==> config.mk <==
export PLATFORM = sky130hd
export DESIGN_NAME = i2c_fifo_bridge_flat
export DESIGN_NICKNAME = d
export VERILOG_FILES = /design/src/rtl/i2c_pkg.sv /design/src/rtl/i2c_fifo_bridge_if.sv /design/src/rtl/sync_fifo.sv /design/src/rtl/i2c_fifo_bridge.sv /design/src/flat_wrapper.sv
export SDC_FILE = /design/constraint.sdc
export NUM_CORES = 1
export LEC_CHECK = 0
export CAP_MARGIN = 10
export CELL_PAD_IN_SITES_DETAIL_PLACEMENT = 1
export CELL_PAD_IN_SITES_GLOBAL_PLACEMENT = 1
export CORE_MARGIN = 10
export CORE_UTILIZATION = 48
export DETAILED_ROUTE_END_ITERATION = 7
export HOLD_SLACK_MARGIN = 0.06
export PLACE_DENSITY_LB_ADDON = 0.1
export SLEW_MARGIN = 20
export SYNTH_ARGS = -nofsm -noshare
export SYNTH_HDL_FRONTEND = slang
export SYNTH_SLANG_ARGS = --single-unit
==> constraint.sdc <==
create_clock -name clk -period 4.5 [get_ports clk]
set_clock_uncertainty 0.05 [all_clocks]
set_input_delay 0.45 -clock clk [delete_from_list [all_inputs] [get_ports clk]]
set_output_delay 0.45 -clock clk [all_outputs]
set_load 0.05 [all_outputs]
==> src/rtl/i2c_pkg.sv <==
// Shared definitions for the I2C FIFO bridge: default FIFO geometry and the
// byte type carried through both queues.
package i2c_pkg;

  localparam int DEPTH_DEF = 16;
  localparam int AW_DEF    = 4;

  typedef logic [7:0] byte_t;

  // Value presented on a FIFO read port while that FIFO holds nothing.
  localparam byte_t EMPTY_BYTE = 8'h00;

endpackage

==> src/rtl/i2c_fifo_bridge_if.sv <==
// Bus bundle between the host / I2C master side and the FIFO bridge.
// With I2C_FIFO_ERR_FLAG_EN defined the bundle also carries the sticky
// overflow/underflow flags.
//
// Handshake semantics:
//   host_wr / host_rd  : one operation per clk cycle the signal is high.
//   i_txff_rd / i_rxff_wr : level strobes from the I2C master; only the
//                        rising edge counts, so one pop/push per pulse no
//                        matter how long the pulse stays high.
//   No backpressure: a push into a full FIFO is dropped, a pop from an
//   empty FIFO is ignored. Callers watch the full/empty/level outputs.
interface i2c_fifo_bridge_if #(parameter int AW = i2c_pkg::AW_DEF);
  import i2c_pkg::*;

  logic          host_wr;
  byte_t         host_wdata;
  logic          host_rd;
  byte_t         host_rdata;
  logic          i_txff_rd;
  byte_t         tx_data;
  logic          i_rxff_wr;
  byte_t         rx_data;
  logic          tx_full;
  logic          tx_empty;
  logic          rx_full;
  logic          rx_empty;
  logic [AW:0]   tx_level;
  logic [AW:0]   rx_level;
  logic          i_ready;
`ifdef I2C_FIFO_ERR_FLAG_EN
  logic          tx_ovf;
  logic          tx_unf;
  logic          rx_ovf;
  logic          rx_unf;
`endif

  // Host and I2C master side (drives requests, observes status).
  modport master (
    output host_wr, host_wdata, host_rd, i_txff_rd, i_rxff_wr, rx_data,
    input  host_rdata, tx_data, tx_full, tx_empty, rx_full, rx_empty,
    input  tx_level, rx_level, i_ready
`ifdef I2C_FIFO_ERR_FLAG_EN
    , input tx_ovf, tx_unf, rx_ovf, rx_unf
`endif
  );

  // Bridge side.
  modport slave (
    input  host_wr, host_wdata, host_rd, i_txff_rd, i_rxff_wr, rx_data,
    output host_rdata, tx_data, tx_full, tx_empty, rx_full, rx_empty,
    output tx_level, rx_level, i_ready
`ifdef I2C_FIFO_ERR_FLAG_EN
    , output tx_ovf, tx_unf, rx_ovf, rx_unf
`endif
  );

endinterface

==> src/rtl/sync_fifo.sv <==
// Single-clock first-word-fall-through byte FIFO. Full/empty come from a
// level counter so pointers can simply wrap modulo DEPTH. Storage is not
// reset; a reset only clears pointers and level, discarding queued bytes.
module sync_fifo
  import i2c_pkg::*;
#(
  parameter int DEPTH = DEPTH_DEF,
  parameter int AW    = AW_DEF
) (
  input  logic        clk,
  input  logic        rst,
  input  logic        push,
  input  logic        pop,
  input  byte_t       din,
  output byte_t       dout,
  output logic        full,
  output logic        empty,
  output logic [AW:0] level
);

  localparam logic [AW:0]   FULL_LVL = (AW+1)'(DEPTH);
  localparam logic [AW:0]   LVL_ONE  = (AW+1)'(1);
  localparam logic [AW-1:0] PTR_ONE  = AW'(1);

  byte_t         r_mem [DEPTH];
  logic [AW-1:0] r_wr_ptr;
  logic [AW-1:0] r_rd_ptr;
  logic [AW:0]   r_level;

  logic w_do_pop;
  logic w_do_push;

  assign empty = (r_level == '0);
  assign full  = (r_level == FULL_LVL);
  assign level = r_level;

  // A pop needs data; a push needs room, or a same-cycle pop that frees a
  // slot (full FIFO: both happen, level unchanged).
  assign w_do_pop  = pop & ~empty;
  assign w_do_push = push & (~full | w_do_pop);

  assign dout = empty ? EMPTY_BYTE : r_mem[r_rd_ptr];

  // Storage write; deliberately without reset.
  always_ff @(posedge clk) begin
    if (w_do_push) r_mem[r_wr_ptr] <= din;
  end

  // Pointer and level bookkeeping.
  always_ff @(posedge clk or negedge rst) begin
    if (!rst) begin
      r_wr_ptr <= '0;
      r_rd_ptr <= '0;
      r_level  <= '0;
    end else begin
      if (w_do_push) r_wr_ptr <= r_wr_ptr + PTR_ONE;
      if (w_do_pop)  r_rd_ptr <= r_rd_ptr + PTR_ONE;
      case ({w_do_push, w_do_pop})
        2'b10:   r_level <= r_level + LVL_ONE;
        2'b01:   r_level <= r_level - LVL_ONE;
        default: r_level <= r_level;
      endcase
    end
  end

endmodule

==> src/rtl/i2c_fifo_bridge.sv <==
// Byte FIFO bridge between a host and an I2C master core: a TX queue filled
// by the host and drained by the master, and an RX queue filled by the
// master and drained by the host. Master strobes are level signals and are
// reduced to one operation per rising edge.
// Optional feature macro: I2C_FIFO_ERR_FLAG_EN adds sticky
// overflow/underflow flags for both queues.
module i2c_fifo_bridge
  import i2c_pkg::*;
#(
  parameter int DEPTH = DEPTH_DEF,
  parameter int AW    = AW_DEF
) (
  input logic               clk,
  input logic               rst,
  i2c_fifo_bridge_if.slave  bus
);

  logic r_txff_rd_d;
  logic r_rxff_wr_d;

  logic w_tx_pop;
  logic w_rx_push;
  logic w_tx_full;
  logic w_tx_empty;
  logic w_rx_full;
  logic w_rx_empty;

  // Delayed strobe copies for rising-edge detection.
  always_ff @(posedge clk or negedge rst) begin
    if (!rst) begin
      r_txff_rd_d <= 1'b0;
      r_rxff_wr_d <= 1'b0;
    end else begin
      r_txff_rd_d <= bus.i_txff_rd;
      r_rxff_wr_d <= bus.i_rxff_wr;
    end
  end

  assign w_tx_pop  = bus.i_txff_rd & ~r_txff_rd_d;
  assign w_rx_push = bus.i_rxff_wr & ~r_rxff_wr_d;

  sync_fifo #(.DEPTH(DEPTH), .AW(AW)) u_tx_fifo (
    .clk   (clk),
    .rst   (rst),
    .push  (bus.host_wr),
    .pop   (w_tx_pop),
    .din   (bus.host_wdata),
    .dout  (bus.tx_data),
    .full  (w_tx_full),
    .empty (w_tx_empty),
    .level (bus.tx_level)
  );

  sync_fifo #(.DEPTH(DEPTH), .AW(AW)) u_rx_fifo (
    .clk   (clk),
    .rst   (rst),
    .push  (w_rx_push),
    .pop   (bus.host_rd),
    .din   (bus.rx_data),
    .dout  (bus.host_rdata),
    .full  (w_rx_full),
    .empty (w_rx_empty),
    .level (bus.rx_level)
  );

  assign bus.tx_full  = w_tx_full;
  assign bus.tx_empty = w_tx_empty;
  assign bus.rx_full  = w_rx_full;
  assign bus.rx_empty = w_rx_empty;
  assign bus.i_ready  = ~w_tx_empty;

`ifdef I2C_FIFO_ERR_FLAG_EN
  logic r_tx_ovf;
  logic r_tx_unf;
  logic r_rx_ovf;
  logic r_rx_unf;

  // Sticky error flags. A full FIFO is never empty, so a push to full is
  // dropped exactly when no pop accompanies it.
  always_ff @(posedge clk or negedge rst) begin
    if (!rst) begin
      r_tx_ovf <= 1'b0;
      r_tx_unf <= 1'b0;
      r_rx_ovf <= 1'b0;
      r_rx_unf <= 1'b0;
    end else begin
      if (bus.host_wr & w_tx_full & ~w_tx_pop)     r_tx_ovf <= 1'b1;
      if (w_tx_pop & w_tx_empty)                   r_tx_unf <= 1'b1;
      if (w_rx_push & w_rx_full & ~bus.host_rd)    r_rx_ovf <= 1'b1;
      if (bus.host_rd & w_rx_empty)                r_rx_unf <= 1'b1;
    end
  end

  assign bus.tx_ovf = r_tx_ovf;
  assign bus.tx_unf = r_tx_unf;
  assign bus.rx_ovf = r_rx_ovf;
  assign bus.rx_unf = r_rx_unf;
`endif

endmodule

==> src/flat_wrapper.sv <==
// flat-port wrapper written by rule: the top's interface ports become plain ports
module i2c_fifo_bridge_flat import i2c_pkg::*;
#(
  parameter int DEPTH = DEPTH_DEF,
  parameter int AW    = AW_DEF
)
  (clk, rst, bus_host_wr, bus_host_wdata, bus_host_rd, bus_i_txff_rd, bus_i_rxff_wr, bus_rx_data, bus_host_rdata, bus_tx_data, bus_tx_full, bus_tx_empty, bus_rx_full, bus_rx_empty, bus_tx_level, bus_rx_level, bus_i_ready);
  i2c_fifo_bridge_if #(.AW(AW)) bus_i ();
  input logic clk;
  input logic rst;
  input wire logic [$bits(bus_i.host_wr)-1:0] bus_host_wr;
  input wire logic [$bits(bus_i.host_wdata)-1:0] bus_host_wdata;
  input wire logic [$bits(bus_i.host_rd)-1:0] bus_host_rd;
  input wire logic [$bits(bus_i.i_txff_rd)-1:0] bus_i_txff_rd;
  input wire logic [$bits(bus_i.i_rxff_wr)-1:0] bus_i_rxff_wr;
  input wire logic [$bits(bus_i.rx_data)-1:0] bus_rx_data;
  output wire logic [$bits(bus_i.host_rdata)-1:0] bus_host_rdata;
  output wire logic [$bits(bus_i.tx_data)-1:0] bus_tx_data;
  output wire logic [$bits(bus_i.tx_full)-1:0] bus_tx_full;
  output wire logic [$bits(bus_i.tx_empty)-1:0] bus_tx_empty;
  output wire logic [$bits(bus_i.rx_full)-1:0] bus_rx_full;
  output wire logic [$bits(bus_i.rx_empty)-1:0] bus_rx_empty;
  output wire logic [$bits(bus_i.tx_level)-1:0] bus_tx_level;
  output wire logic [$bits(bus_i.rx_level)-1:0] bus_rx_level;
  output wire logic [$bits(bus_i.i_ready)-1:0] bus_i_ready;
  assign bus_i.host_wr = bus_host_wr;
  assign bus_i.host_wdata = bus_host_wdata;
  assign bus_i.host_rd = bus_host_rd;
  assign bus_i.i_txff_rd = bus_i_txff_rd;
  assign bus_i.i_rxff_wr = bus_i_rxff_wr;
  assign bus_i.rx_data = bus_rx_data;
  assign bus_host_rdata = bus_i.host_rdata;
  assign bus_tx_data = bus_i.tx_data;
  assign bus_tx_full = bus_i.tx_full;
  assign bus_tx_empty = bus_i.tx_empty;
  assign bus_rx_full = bus_i.rx_full;
  assign bus_rx_empty = bus_i.rx_empty;
  assign bus_tx_level = bus_i.tx_level;
  assign bus_rx_level = bus_i.rx_level;
  assign bus_i_ready = bus_i.i_ready;
  i2c_fifo_bridge #(.DEPTH(DEPTH), .AW(AW)) u_core (.clk(clk), .rst(rst), .bus(bus_i));
endmodule
==> metrics.yaml <==
finalPower_w: 0.00922
wl_um: 24700
placed_area_um2: 12500
end_kind: "output port"
maxSlewViolCount: 0
routed_via_density: 5.69
synthDistinctLibCells: 46
hold_viol: 0
crit_required_ns: 4.00
maxCapViolations: 0
status: "completed"
yosys.area.top_type: "edfxtp_1"
start_util_pct: 49.2
yosysTopAreaCellShare_pct: 66.0
wl_per_cell_um: 24.5
drt_iter0_drc: 347
vdd_drop_max_uv: 428
p_switching_w: 0.00319
rsz0062_at_grt: "false"
post_synth_main_area_contributors: "edfxtp_1 66%, mux4_2 12%, dfrtp_1 6.0%"
worstMarginPinSlew_ns: 1.02
p_leak_nw: 4.53
placementRows: 56
grt-ovfl-total: 0
met3_usage_pct: 2.77
postCtsSetupRepairBufs: 0
yosysMostFrequentCell: "edfxtp_1"
swShare_pct: 34.6
internal_power_w: 0.00603
ys_warn_count: 0
grt_pass1_wl_um: 38600
diodes: 0
combPwrFrac_pct: 34.5
drt_pass1_iterations: 7
grt_pass1_vias: 6409
fmax_mhz: 261
portBuffers: 52
synth_edf_count: 256
ys_seq_elements: 284
cts_tree: "built"
ant_nets: 0
track_usage_pct: 16.1
htree_levels: 1
seqPwrFrac_pct: 39.1
grt_most_used_layer: "met2"
grtUsageMet1_pct: 22.5
grt_max_degree: 29
antenna_found_initial: 0
clock-sinks: 284
totalNegativeSetupSlack_ns: 0
cts_buffer_depth: 3
layout-drive-gt1-share_pct: 19.9
vias: 5737
cpLargestDelayFamily: "buffers and inverters"
die_y_um: 176
min_period_ns: 3.84
ys.flop_type: "edfxtp_1"
startpoint_type: "register"
finalSetupViolCount: 0
path_clk_slew_ns: 0.06
crit_chain: "buf_4 -> mux4_2 -> mux2i_1 -> a211oi_1 -> clkdlybuf4s50_1"
avgSynthCellArea_um2: 19.4
fin_crit_sh_pct: 85.3
cts.repair.resized: 0
grt_use_met2_pct: 25.6
async_reset_ff_share_pct: 9.86
die_width_um: 176
synthCells: 600
cp_max_fo: 19
dieArea_um2: 30900
syn_nets: 640
routabilityCongestion: 0.766
slowest_delay_ns: 0.89
maxSlewHeadroom_pct: 31.8
nNetsFinal: 705
synth_area_um2: 11600
dp_hpwl_um: 16100
synthTopCellsByCount: "256 x edfxtp_1, 64 x mux4_2, 28 x dfrtp_1, 25 x and2_1, 17 x mux2i_1"
coreArea_um2: 23700
hold_path_class: "primary input to asynchronous set/reset pin"
crit_buf_inv: 2
p_clk_share_pct: 26.3
clock-root-buffer: "clkbuf_16"
postLayoutCellArea_um2: 13500
cts_buffers: 30
clkLatencyLatePin_ns: 0.54
p_per_area_nw_per_um2: 684
syn2layout_area_growth_pct: 15.8
worst_path_max_delay_cell: "clkdlybuf4s50_1"
drc: 0
ioPinCount: 53
cts_hold_buf: 0
crit_type: "register to output port"
arrival_ns: 3.34
ys_seq_area_share_pct: 72.0
placed cells by master (no fill, tap or decap), types with 4 or more instances in the layout:
cell	n
nor2_1	15
o21ai_0	11
a211oi_1	16
clkinv_1	4
mux2_1	5
edfxtp_1	256
nand2b_1	4
mux2i_1	17
inv_1	15
clkdlybuf4s50_1	52
nand2_1	8
clkbuf_8	5
xnor2_1	13
mux4_2	64
and2_1	25
clkbuf_16	31
nand3_1	6
dfrtp_1	26
a21oi_1	12
clkbuf_1	10
ha_1	16
and3_1	4
buf_4	10
xor2_1	5
mux2_2	10
nor2b_1	9
routing by layer:
metal	vias to the layer above	routed length (um)
li1	2538	-
met1	3041	11100
met2	131	11900
met3	27	1200
met4	0	425
met5	-	0
power groups by stage:
stage | sequential (W) | clock (W) | combinational [W]
finish | 0.00361 | 0.00243 | 0.00318
floorplan | 0.00351 | 0 | 0.00234
global placement | 0.00365 | 0 | 0.00317
CTS | 0.00362 | 0.00248 | 0.00324
global route | 0.00367 | 0.00259 | 0.00341
detailed placement | 0.00367 | 0 | 0.00322
cell families (layout without fill, tap and decap cells):
group           after synthesis  after routing  share of synthesized area, %
flops                       284            284                          72.0
mux                          98             98                          15.5
simple gates                 83             83                          4.15
compound gates               55             55                          3.23
buf+inv                      44            133                          1.66
fa+ha+maj                    18             18                          2.06
xor+xnor                     18             18                          1.35
area by class of cell:
type / count / area (um2)
Clock inverter: 10 / 104
Multi-Input combinational cell: 272 / 3070
Tap cell: 319 / 399
Clock buffer: 46 / 882
Fill cell: 2130 / 10200
Timing Repair Buffer: 62 / 596
Sequential cell: 284 / 8390
Inverter: 15 / 56.3
state kept, by name, indices dropped and copies added, names as in the netlist:
signal,count
u_core.u_rx_fifo.r_rd_ptr,4
u_core.r_txff_rd_d,1
u_core.u_tx_fifo.r_rd_ptr,4
u_core.r_rxff_wr_d,1
u_core.u_rx_fifo.r_wr_ptr,4
u_core.u_rx_fifo.r_mem,128
u_core.u_rx_fifo.level,5
u_core.u_tx_fifo.level,5
u_core.u_tx_fifo.r_mem,128
u_core.u_tx_fifo.r_wr_ptr,4
stage by stage:
| stage | setup slack (ns) | util, % | instances | hold WS, ns |
|---|---|---|---|---|
| after global routing | 0.437 | 57.0 | 1008 | 0.276 |
| after floorplan | 1.06 | - | 600 | 0.104 |
| after detailed placement | 1.12 | 52.8 | 952 | 0.434 |
| final | 0.662 | 57.0 | 1008 | 0.248 |
| after global placement | 1.17 | 52.8 | 952 | 0.420 |
| after CTS | 0.581 | 57.0 | 1008 | 0.249 |
final timing paths:
kind / startpoint / cells after the start / slack, ns / to
setup / recovery: u_core.u_rx_fifo.r_rd_ptr[1] / 5 / 0.66 / bus_host_rdata[0]
max in group asynchronous: rst / 2 / 3.83 / u_core.u_tx_fifo.r_rd_ptr[1]
hold reg to reg: u_core.u_tx_fifo.r_rd_ptr[0] / 1 / 0.44 / u_core.u_tx_fifo.r_rd_ptr[0]
setup reg to reg: u_core.u_rx_fifo.level[1] / 8 / 1.10 / u_core.u_rx_fifo.level[4]
hold / removal: rst / 2 / 0.25 / u_core.r_rxff_wr_d
min in group clk: bus_i_rxff_wr / 1 / 0.34 / u_core.r_rxff_wr_d
Note: power is estimated with default switching activity, not from simulation.
